<file path="src/rtl/keypad_sender_pkg.sv">
// Shared definitions for the keypad sender: state encodings, key bus width,
// BCD-to-one-hot key mapping and the BCD legality check.
package keypad_sender_pkg;

    localparam int KEY_W = 10;

    typedef enum logic [1:0] {
        IDLE  = 2'd0,
        PRESS = 2'd1,
        GAP   = 2'd2
    } ks_state_t;

    // Exact inverse of the lock's key encoder; non-BCD nibbles map to no key.
    function automatic logic [KEY_W-1:0] key_onehot(input logic [3:0] d);
        logic [KEY_W-1:0] k;
        k = '0;
        case (d)
            4'd0: k = 10'b00_0000_0001;
            4'd1: k = 10'b00_0000_0010;
            4'd2: k = 10'b00_0000_0100;
            4'd3: k = 10'b00_0000_1000;
            4'd4: k = 10'b00_0001_0000;
            4'd5: k = 10'b00_0010_0000;
            4'd6: k = 10'b00_0100_0000;
            4'd7: k = 10'b00_1000_0000;
            4'd8: k = 10'b01_0000_0000;
            4'd9: k = 10'b10_0000_0000;
            default: k = '0;
        endcase
        return k;
    endfunction

    function automatic logic bcd_legal(input logic [15:0] c);
        return (c[15:12] <= 4'd9) && (c[11:8] <= 4'd9) &&
               (c[7:4]   <= 4'd9) && (c[3:0]  <= 4'd9);
    endfunction

    // Digit 0 is the most significant nibble (sent first).
    function automatic logic [3:0] digit_sel(input logic [15:0] c, input logic [1:0] i);
        logic [3:0] d;
        case (i)
            2'd0:    d = c[15:12];
            2'd1:    d = c[11:8];
            2'd2:    d = c[7:4];
            default: d = c[3:0];
        endcase
        return d;
    endfunction

endpackage

</file>
<file path="src/rtl/keysend_timer.sv">
// 8-bit loadable down-counter with zero flag, shared by the press and gap phases.
module keysend_timer (
    input  logic       ck,
    input  logic       reset,
    input  logic       load,
    input  logic [7:0] load_val,
    input  logic       dec,
    output logic       zero
);

    logic [7:0] count;

    always_ff @(posedge ck) begin
        if (reset) begin
            count <= 8'd0;
        end else if (load) begin
            count <= load_val;
        end else if (dec && (count != 8'd0)) begin
            count <= count - 8'd1;
        end
    end

    assign zero = (count == 8'd0);

endmodule

</file>
<file path="src/rtl/keypad_sender.sv">
// Plays a latched 4-digit BCD code onto a one-hot ten-key bus as timed
// press/release pairs, with start/busy/done handshake and abort.
module keypad_sender
    import keypad_sender_pkg::*;
#(
    parameter int PRESS_CYC = 4,
    parameter int GAP_CYC   = 4
) (
    input  logic             ck,
    input  logic             reset,
    input  logic             start,
    input  logic             abort,
    input  logic [15:0]      code,
    output logic [KEY_W-1:0] tenkey,
    output logic             busy,
    output logic             done,
    output logic             err
);

    localparam logic [7:0] PRESS_RL = 8'(PRESS_CYC - 1);
    localparam logic [7:0] GAP_RL   = 8'(GAP_CYC - 1);

    ks_state_t        state, state_n;
    logic [1:0]       idx, idx_n;
    logic [15:0]      code_q, code_n;
    logic [KEY_W-1:0] tenkey_n;
    logic             busy_n, done_n, err_n;
    logic             t_load, t_dec, t_zero;
    logic [7:0]       t_val;

    keysend_timer u_timer (
        .ck       (ck),
        .reset    (reset),
        .load     (t_load),
        .load_val (t_val),
        .dec      (t_dec),
        .zero     (t_zero)
    );

    always_ff @(posedge ck) begin
        if (reset) begin
            state  <= IDLE;
            idx    <= 2'd0;
            code_q <= 16'd0;
            tenkey <= '0;
            busy   <= 1'b0;
            done   <= 1'b0;
            err    <= 1'b0;
        end else begin
            state  <= state_n;
            idx    <= idx_n;
            code_q <= code_n;
            tenkey <= tenkey_n;
            busy   <= busy_n;
            done   <= done_n;
            err    <= err_n;
        end
    end

    always_comb begin
        state_n  = state;
        idx_n    = idx;
        code_n   = code_q;
        tenkey_n = tenkey;
        busy_n   = busy;
        done_n   = 1'b0;
        err_n    = 1'b0;
        t_load   = 1'b0;
        t_dec    = 1'b0;
        t_val    = PRESS_RL;

        // Abort overrides everything, including a simultaneous start.
        if (abort) begin
            state_n  = IDLE;
            idx_n    = 2'd0;
            tenkey_n = '0;
            busy_n   = 1'b0;
        end else begin
            case (state)
                IDLE: begin
                    tenkey_n = '0;
                    busy_n   = 1'b0;
                    if (start) begin
                        if (bcd_legal(code)) begin
                            code_n   = code;
                            idx_n    = 2'd0;
                            state_n  = PRESS;
                            busy_n   = 1'b1;
                            tenkey_n = key_onehot(code[15:12]);
                            t_load   = 1'b1;
                            t_val    = PRESS_RL;
                        end else begin
                            err_n = 1'b1;
                        end
                    end
                end
                PRESS: begin
                    if (t_zero) begin
                        state_n  = GAP;
                        tenkey_n = '0;
                        t_load   = 1'b1;
                        t_val    = GAP_RL;
                    end else begin
                        t_dec = 1'b1;
                    end
                end
                GAP: begin
                    tenkey_n = '0;
                    if (t_zero) begin
                        if (idx != 2'd3) begin
                            idx_n    = idx + 2'd1;
                            state_n  = PRESS;
                            tenkey_n = key_onehot(digit_sel(code_q, idx + 2'd1));
                            t_load   = 1'b1;
                            t_val    = PRESS_RL;
                        end else begin
                            state_n = IDLE;
                            busy_n  = 1'b0;
                            done_n  = 1'b1;
                        end
                    end else begin
                        t_dec = 1'b1;
                    end
                end
                default: begin
                    state_n  = IDLE;
                    tenkey_n = '0;
                    busy_n   = 1'b0;
                end
            endcase
        end
    end

endmodule
</file>
<file path="config.mk">
export PLATFORM = sky130hd
export DESIGN_NAME = keypad_sender
export DESIGN_NICKNAME = d
export VERILOG_FILES = /design/src/rtl/keypad_sender_pkg.sv /design/src/rtl/keysend_timer.sv /design/src/rtl/keypad_sender.sv
export SDC_FILE = /design/constraint.sdc
export NUM_CORES = 1
export LEC_CHECK = 0
export ABC_AREA = 1
export CORE_MARGIN = 2
export CORE_UTILIZATION = 50
export DETAILED_ROUTE_END_ITERATION = 16
export PLACE_DENSITY_LB_ADDON = 0.1
export SLEW_MARGIN = 20
export SYNTH_ARGS = -nofsm -noshare
export SYNTH_HDL_FRONTEND = slang
export SYNTH_SLANG_ARGS = --single-unit
</file>
<file path="constraint.sdc">
create_clock -name ck -period 1.8 [get_ports ck]
set_input_delay 0.18 -clock ck [delete_from_list [all_inputs] [get_ports ck]]
set_output_delay 0.18 -clock ck [all_outputs]
set_load 0.05 [all_outputs]
</file>
==> flow_summary.ini, run 1 <==
[run_status]
outcome = completed

[grt]
grtUsageTotal_pct = 22.0
grt_max_degree = 33
overflow = 0
grt_pass1_vias = 2099
grt_antenna_before_repair = 0
grt_pass1_wl_um = 9070

[sta]
min_period_ns = 1.69
relSlewSlack_pct = 66.9
fin_skew_ns = 0.00512
post-route-period-util_pct = 93.7
tightest_slew_ns = 0.495
setup_tns_ns = 0
finalHoldViolCount = 0
finalSetupViolCount = 0
finalWorstSetupSlack_ns = 0.114
final_max_slew_viol_count = 0
fmax_ghz = 0.593

[floorplan]
rows = 24
start_util_pct = 52.9
core_mm2 = 0.00444
die_w_um = 72.6
die_h_um = 72.6
die_area_mm2 = 0.00527
io_pins = 33

[placed_design]
placed_area_mm2 = 0.00283
dpl.hpwl_um = 4110
gp_congestion = 0.879
dpl_worst_slack_ns = -0.0101
dp.cells = 436
place.port_buffers = 32

[power]
power.leakage_uw = 0.00124
power.switching_uw = 485
pwr-share-comb_pct = 14.8
intPower_uw = 1310
p_sw_share_pct = 27.0
pwr_density_cell_mw_per_mm2 = 607
vdd_drop_max_mv = 0.454
power_frac_seq_pct = 52.0
clkPwrFrac_pct = 33.2

[synth]
yosys.cell_count.top_type = nand2_1
syn_area_per_cell_um2 = 6.86
yosysWarnings = 0
ys_top_cells_by_area = dfxtp_1 (35%), nand2_1 (13%), ha_1 (6.4%)
synth_area_mm2 = 0.00235
syn_nets = 375
synth_edf_count = 0
yosysUniqueCellTypes = 30
ys_async_sr_fraction_pct = 0
yosysTopAreaCell = dfxtp_1
ys.flop_type = dfxtp_1
synth.top_cell.area_share_pct = 34.9
synthCells = 343
ys_seq_area_share_pct = 34.9
ys_top_cells_by_count = nand2_1 (81), dfxtp_1 (41), inv_1 (38)
ys_ff_latch = 41

[finish]
stdcell_count = 445
postLayoutCoreUtil_pct = 66.6
syn2layout_area_growth_pct = 25.7
fin_area_mm2 = 0.00296
drive_gt1_share_pct = 16.3
antenna_cells = 0
final_nets = 424

[setup_path]
critical_path_class = flip-flop to flip-flop
cp_max_fo = 7
cp_cell_sequence = inv_1 -> ha_1 -> inv_2 -> nand2_1 -> o21bai_1 -> nand3_1 -> o21ai_1 -> nand2_1 -> a21oi_1
max_stage_delay_ns = 0.34
worstPathRequired_ns = 2.03
cp-start-kind = flip-flop
crit_family = compound AO/OA/AOI/OAI gates
path_buf_inv = 2
worstSetupEndpointType = flip-flop
cp_slowest_cell = dfxtp_2
crit_top_cell = nand2_1
arrival_ns = 1.92

[drt]
viasPerCell = 5.13
first_pass_iters = 4
wirelength_um = 5400
drt_iter0_markers = 107
num_vias = 2285
drc = 0
drt-wirelength-per-cell_um = 12.1
detail-route-antenna-nets = 0

[clock_network]
root_buffer = clkbuf_8
cts_tree = done
insertion_delay_ns = 0.30
clockBufferDepth = 2
cts_buffers = 5
path_clk_slew_ns = 0.08
htree_levels = 2
cts.sinks = 41

[job]
maxCapViolations = 0

[min_path]
hold_path.class = flip-flop to flip-flop
-- final timing paths --
kind | startpoint | to | slack, ns | cells past startpoint
hold reg to reg | code_q[3] | code_q[3] | 0.45 | 2
setup reg to reg | idx[0] | tenkey[8] | 0.11 | 9
hold / removal | code_q[3] | code_q[3] | 0.45 | 2
setup / recovery | idx[0] | tenkey[8] | 0.11 | 9
-- metrics by stage --
step / power [uW] / hold WS, ns
after global routing: 1880 / 0.474
after CTS: 1810 / 0.451
after floorplan: 1100 / 0.249
final: 1800 / 0.451
after detailed placement: 1220 / 0.439
after global placement: 1210 / 0.435
-- cell families after synthesis --
family | count (synthesis) | synth area share (%)
AOI/OAI and AO/OA | 70 | 17.0
buffers and inverters | 53 | 9.15
xor gates and xnor gates | 2 | 0.745
and+or+nand+nor | 165 | 31.8
adders and majority gates | 12 | 6.38
DFF | 41 | 34.9
-- layer usage --
| metal | routed length, um | GRT usage (%) |
|---|---|---|
| met5 | 0 | 0 |
| met4 | 95 | 7.82 |
| met1 | 2580 | 27.6 |
| met3 | 148 | 4.56 |
| met2 | 2570 | 37.5 |
-- timing repair --
item                       CTS  global route
hold buffers                 0             0
setup endpoints to repair    0            10
gates resized for setup      0            10
setup buffers                0             1
hold endpoints to repair     0             0
-- tightest hold or removal path, delay by kind of cell (launching register included) --
kind,cells,cell delay [ns]
buf+inv,1,0.05
flops,1,0.31
compound gates,1,0.05
-- layout by cell type (no fill, tap or decap), types with 2 or more instances in the layout --
master and instances:
a21oi_1 29, a21oi_2 8, a31oi_1 2, buf_4 17, clkbuf_8 5, clkdlybuf4s50_1 32
clkinv_2 2, dfxtp_1 39, dfxtp_2 2, ha_1 10, inv_1 38, inv_2 7
nand2_1 81, nand3_1 24, nand3_2 2, nand4_1 7, nor2_1 33, nor2_2 6
nor2_4 4, nor3_1 3, nor3_2 2, o21ai_0 6, o21ai_1 20, xor2_1 2
-- power groups by stage --
stage	registers, uW	clock network, uW	logic [uW]
after detailed placement	955	0	261
after global placement	954	0	259
after global routing	935	648	300
final	933	596	266
after floorplan	960	0	142
after CTS	933	612	262
-- area by class of cell --
type | count | area, um^2
clock buffers | 6 | 72.6
flip-flops and latches | 41 | 823
fillers | 413 | 1490
well taps | 52 | 65.1
inverters | 45 | 169
multi-input cells | 249 | 1350
clock inverters | 2 | 10.0
repair buffers | 50 | 468
-- sequential cells by signal, indices dropped and copies added (netlist names) --
register,cells
idx,2
state,2
err,1
u_timer.count,8
done,1
code_q,16
tenkey,10
busy,1
(Power assumes the default switching activity.)
==> run 2, diff against run 1 <==
--- a/config.mk
+++ b/config.mk
@@ -9,7 +9,7 @@
 export CORE_MARGIN = 2
 export CORE_UTILIZATION = 50
 export DETAILED_ROUTE_END_ITERATION = 16
-export PLACE_DENSITY_LB_ADDON = 0.1
+export PLACE_DENSITY = 0.75
 export SLEW_MARGIN = 20
 export SYNTH_ARGS = -nofsm -noshare
 export SYNTH_HDL_FRONTEND = slang
==> run 2 against run 1 <==
Net effect: register-to-register slack better by 0.05 ns; via count is 1.5% lower; clock skew is 0.0012 ns lower; hold slack worse by 0.00071 ns; fmax is 2.8% higher; highest routed layer unchanged.
==> flow_summary.ini, run 2 (synthesis results as in run 1) <==
[run_status]
outcome = completed

[setup_path]
r2r_cells = 9
rr_endpoint = tenkey[9]
crit_start = idx[0]
worstReg2RegStart = idx[0]
arrival_ns = 1.87
critical_path_class = flip-flop to flip-flop
cp-start-kind = flip-flop
cp_max_fo = 7
crit_end = tenkey[9]
worstSetupEndpointType = flip-flop
rrSetupSlack_ns = 0.16
worstPathRequired_ns = 2.03

[min_path]
hold_path.class = flip-flop to flip-flop

[floorplan]
start_util_pct = 52.9
io_pins = 33
die_h_um = 72.6
die_w_um = 72.6
die_area_mm2 = 0.00527
rows = 24
core_mm2 = 0.00444

[clock_network]
cts.sinks = 41
cts_buffers = 5
path_clk_slew_ns = 0.08
clockBufferDepth = 2
cts_tree = done
insertion_delay_ns = 0.30
cts_setup_buffers = 0
htree_levels = 2
ctsHoldBuffers = 0
root_buffer = clkbuf_8

[sta]
finalSetupViolCount = 0
tightest_slew_ns = 0.509
fin_skew_ns = 0.00396
final_max_slew_viol_count = 0
finalHoldViolCount = 0
min_period_ns = 1.64
setup_tns_ns = 0
post-route-period-util_pct = 91.1
fmax_ghz = 0.610
relSlewSlack_pct = 66.0

[finish]
drive_gt1_share_pct = 14.9
final_nets = 420
reg_top3 = code_q (16), tenkey (10), u_timer.count (8)
antenna_cells = 0
largest_reg_flops = 16
syn2layout_area_growth_pct = 23.9
final_common_cell = nand2_1
postLayoutCoreUtil_pct = 65.6
fin_area_mm2 = 0.00291
mostFrequentLayoutCells = nand2_1 (81), dfxtp_1 (39), inv_1 (38)
regMostFlops = code_q

[grt]
overflow = 0
grt_antenna_before_repair = 0
grt_max_degree = 33
grt_pass1_wl_um = 8660
grt_pass1_vias = 2058
grtUsageTotal_pct = 20.7

[drt]
detail-route-antenna-nets = 0
drt-wirelength-per-cell_um = 11.6
drt_iter0_markers = 114
drc = 0
wirelength_um = 5100
num_vias = 2250
first_pass_iters = 4
viasPerCell = 5.10

[job]
maxCapViolations = 0

[power]
vdd_drop_max_mv = 0.401
pwr_density_cell_mw_per_mm2 = 612
power.leakage_uw = 0.00122

[placed_design]
gp_congestion = 0.856
placed_area_mm2 = 0.00281
place.port_buffers = 32
dpl.hpwl_um = 3950
[run 2: cell count changes in the layout (fill, tap and decap cells not counted)]
cell        previous run  this run
ha_1                  10        11
ha_4                   1         0
buf_4                 17        13
o21ai_4                0         1
nor2_1                33        34
nor2_4                 4         3
clkinvlp_4             0         1
clkbuf_1               1         0
nor3_2                 2         1
nor3_1                 3         4
o21ai_2                1         0
[run 2: per-stage QoR]
step | hold slack, ns | worst slack, ns | power [uW] | std cells
after floorplan | 0.249 | 0.265 | 1100 | 343
after global placement | 0.435 | -0.00272 | 1210 | 433
after detailed placement | 0.439 | -0.0450 | 1210 | 433
after CTS | 0.452 | 0.0731 | 1800 | 441
after global routing | 0.475 | -0.000956 | 1870 | 441
final | 0.450 | 0.159 | 1780 | 441
[run 2: metal layers]
layer / up-vias / routed length (um) / global-route usage (%) / share of wire (%)
li1: 1200 / - / - / -
met1: 1005 / 2420 / 27.0 / 47
met2: 37 / 2390 / 34.1 / 47
met3: 8 / 209 / 4.28 / 4.1
met4: 0 / 81 / 7.00 / 1.6
met5: - / 0 / 0 / 0
[run 2: area by class of cell]
cell class                 instances  area [um^2]
fill                             405         1530
multi-input combinational        249         1330
sequential                        41          823
timing repair buffer              46          438
inverter                          45          169
clock buffer                       5         68.8
tap                               52         65.1
clock inverter                     3         17.5
[run 2: power by group]
group | switching [uW] | internal (uW) | total (uW)
registers | 10.5 | 924 | 934
logic | 144 | 113 | 257
clock network | 325 | 268 | 592
total | 479 | 1300 | 1780
[run 2: what timing repair did]
item                                   CTS  global route
endpoints found under the hold margin    0             0
setup endpoints to repair                0            10
resized for setup                        0             6
[run 2: worst min-delay path by stage]
stage | from | to | slack (ns) | depth (start not counted)
global route | code_q[14] | code_q[14] | 0.47 | 2
CTS | code_q[10] | code_q[10] | 0.45 | 2
detailed placement | code_q[10] | code_q[10] | 0.44 | 2
finish | code_q[10] | code_q[10] | 0.45 | 2
floorplan | reset | u_timer.count[0] | 0.25 | 1
global placement | code_q[12] | code_q[12] | 0.44 | 2
[run 2: critical path: stages, from the launching register on]
cell and delay (ns):
dfxtp_2 0.37, inv_1 0.08, ha_1 0.22, inv_2 0.11
nand2_1 0.10, o21ai_4 0.22, nand3_1 0.10, o21ai_1 0.16
nand2_1 0.09, a21oi_1 0.12
==> run 3, diff against run 2 <==
--- a/config.mk
+++ b/config.mk
@@ -7,9 +7,9 @@
 export LEC_CHECK = 0
 export ABC_AREA = 1
 export CORE_MARGIN = 2
-export CORE_UTILIZATION = 50
+export CORE_UTILIZATION = 54
 export DETAILED_ROUTE_END_ITERATION = 16
-export PLACE_DENSITY = 0.75
+export PLACE_DENSITY = 0.8
 export SLEW_MARGIN = 20
 export SYNTH_ARGS = -nofsm -noshare
 export SYNTH_HDL_FRONTEND = slang
==> run 3 against run 2 <==
Net effect: critical path depth grew 1; non-clock buffer count up 1; sequential power barely moved; largest cell class unchanged.
==> flow_summary.ini, run 3 (synthesis results as in run 1) <==
[clock_network]
cts.sinks = 41
path_clk_slew_ns = 0.08
clockBufferDepth = 2
cts_setup_buffers = 0
cts_buffers = 5
root_buffer = clkbuf_8
insertion_delay_ns = 0.29
cts_tree = done
htree_levels = 2

[sta]
fin_skew_ns = 0.00414
finalWorstSetupSlack_ns = 0.123
finalHoldViolCount = 0
tightest_slew_ns = 0.500
min_period_ns = 1.68
finalSetupViolCount = 0
relSlewSlack_pct = 66.5
post-route-period-util_pct = 93.2
final_max_slew_viol_count = 0
fmax_ghz = 0.596
rsz0062_at_grt = yes
setup_tns_ns = 0

[min_path]
min_from = code_q[9]
hold_path_depth = 2
hold_path.class = flip-flop to flip-flop
holdPathEnd = code_q[9]

[floorplan]
die_w_um = 70
start_util_pct = 55.2
rows = 24
die_h_um = 70
core_mm2 = 0.00426
die_area_mm2 = 0.00490
io_pins = 33

[placed_design]
place.port_buffers = 32
gp_congestion = 0.852
dpl.hpwl_um = 4290
dpl_worst_slack_ns = -0.00475

[drt]
first_pass_iters = 5
detail-route-antenna-nets = 0
num_vias = 2325
viasPerCell = 5.27
drt_iter0_markers = 146
drt-wirelength-per-cell_um = 12.7
drc = 0
wirelength_um = 5590

[setup_path]
rr_endpoint = tenkey[8]
worstPathRequired_ns = 2.02
rrSetupSlack_ns = 0.12
crit_family = simple AND/OR/NAND/NOR gates
critical_path_class = flip-flop to flip-flop
worstReg2RegStart = idx[0]
crit_top_cell = nand2_1
max_stage_delay_ns = 0.36
cp_max_fo = 5
cp_slowest_cell = dfxtp_4
arrival_ns = 1.90
cp_cell_sequence = inv_1 -> ha_1 -> nand2_1 -> nand2_1 -> nor2_1 -> nor2_1 -> nand2_1 -> o21ai_2 -> nand2_1 -> a21oi_1
r2r_cells = 10
worstSetupEndpointType = flip-flop
cp-start-kind = flip-flop
path_buf_inv = 1

[grt]
overflow = 0
grtUsageTotal_pct = 24.3
grt_pass1_vias = 2199
grt_max_degree = 21
grt_antenna_before_repair = 0
grt_pass1_wl_um = 9740

[power]
vdd_drop_max_mv = 0.345
finalPower_uw = 1930
pwr_density_cell_mw_per_mm2 = 652
power.leakage_uw = 0.00124

[finish]
mostFrequentLayoutCells = nand2_1 (81), dfxtp_1 (39), inv_1 (38)
antenna_cells = 0
final_common_cell = nand2_1
syn2layout_area_growth_pct = 25.6
largest_reg_flops = 16
postLayoutCoreUtil_pct = 69.3
drive_gt1_share_pct = 15.7
final_nets = 421
reg_top3 = code_q (16), tenkey (10), u_timer.count (8)
regMostFlops = code_q

[job]
maxCapViolations = 0

[run_status]
outcome = completed
run 3: cell types whose count changed in the layout (fill, tap and decap cells not counted), sizes merged:
cell / previous run / this run
buf: 14 / 15
bufinv: 0 / 1
clkinv: 2 / 1
clkinvlp: 1 / 0
run 3: power by group:
| part | internal, uW | switching (uW) | leakage [uW] |
|---|---|---|---|
| registers | 923 | 11.1 | 0.000333 |
| logic | 114 | 151 | 0.000849 |
| clock network | 404 | 325 | 0.0000540 |
| total | 1440 | 488 | 0.00124 |
run 3: per-layer routing:
metal | up-vias | track usage, % | part of all wire, %
li1 | 1202 | - | -
met1 | 1071 | 30.4 | 44
met2 | 42 | 42.9 | 51
met3 | 10 | 4.18 | 3.2
met4 | 0 | 6.84 | 1.4
met5 | - | 0 | 0
run 3: tightest hold or removal path, delay by kind of cell (launching register included):
family / cells / cell delay [ns]
buffers and inverters: 1 / 0.05
flip-flops: 1 / 0.32
AO/OA/AOI/OAI: 1 / 0.05
run 3: worst max path at each step:
stage	startpoint	end	slack, ns	cells after the start
global route	idx[0]	tenkey[8]	-0.01	10
finish	idx[0]	tenkey[8]	0.12	10
floorplan	idx[0]	tenkey[4]	0.27	10
detailed placement	idx[0]	tenkey[8]	-0.005	9
global placement	idx[0]	tenkey[8]	0.02	9
CTS	idx[0]	tenkey[8]	0.04	9
run 3: through the flow:
| stage | instances | instance area, um^2 | hold WS (ns) |
|---|---|---|---|
| final | 441 | 2960 | 0.455 |
| after detailed placement | 434 | 2820 | 0.438 |
| after floorplan | 343 | 2350 | 0.249 |
| after global routing | 441 | 2960 | 0.468 |
| after CTS | 441 | 2920 | 0.455 |
| after global placement | 434 | 2820 | 0.434 |
run 3: layout make-up:
| class | count | area (um^2) |
|---|---|---|
| multi-input combinational | 249 | 1350 |
| fill | 391 | 1310 |
| sequential | 41 | 826 |
| timing repair buffer | 47 | 445 |
| inverter | 45 | 169 |
| clock buffer | 5 | 68.8 |
| tap | 52 | 65.1 |
| clock inverter | 2 | 35.0 |
run 3: timing repair:
action / in CTS / in global routing
hold buffers: 0 / 0
setup endpoints to repair: 1 / 10
hold endpoints to repair: 0 / 0
resized for setup: 1 / 9
pin swaps: 0 / 2
gates cloned: 0 / 0
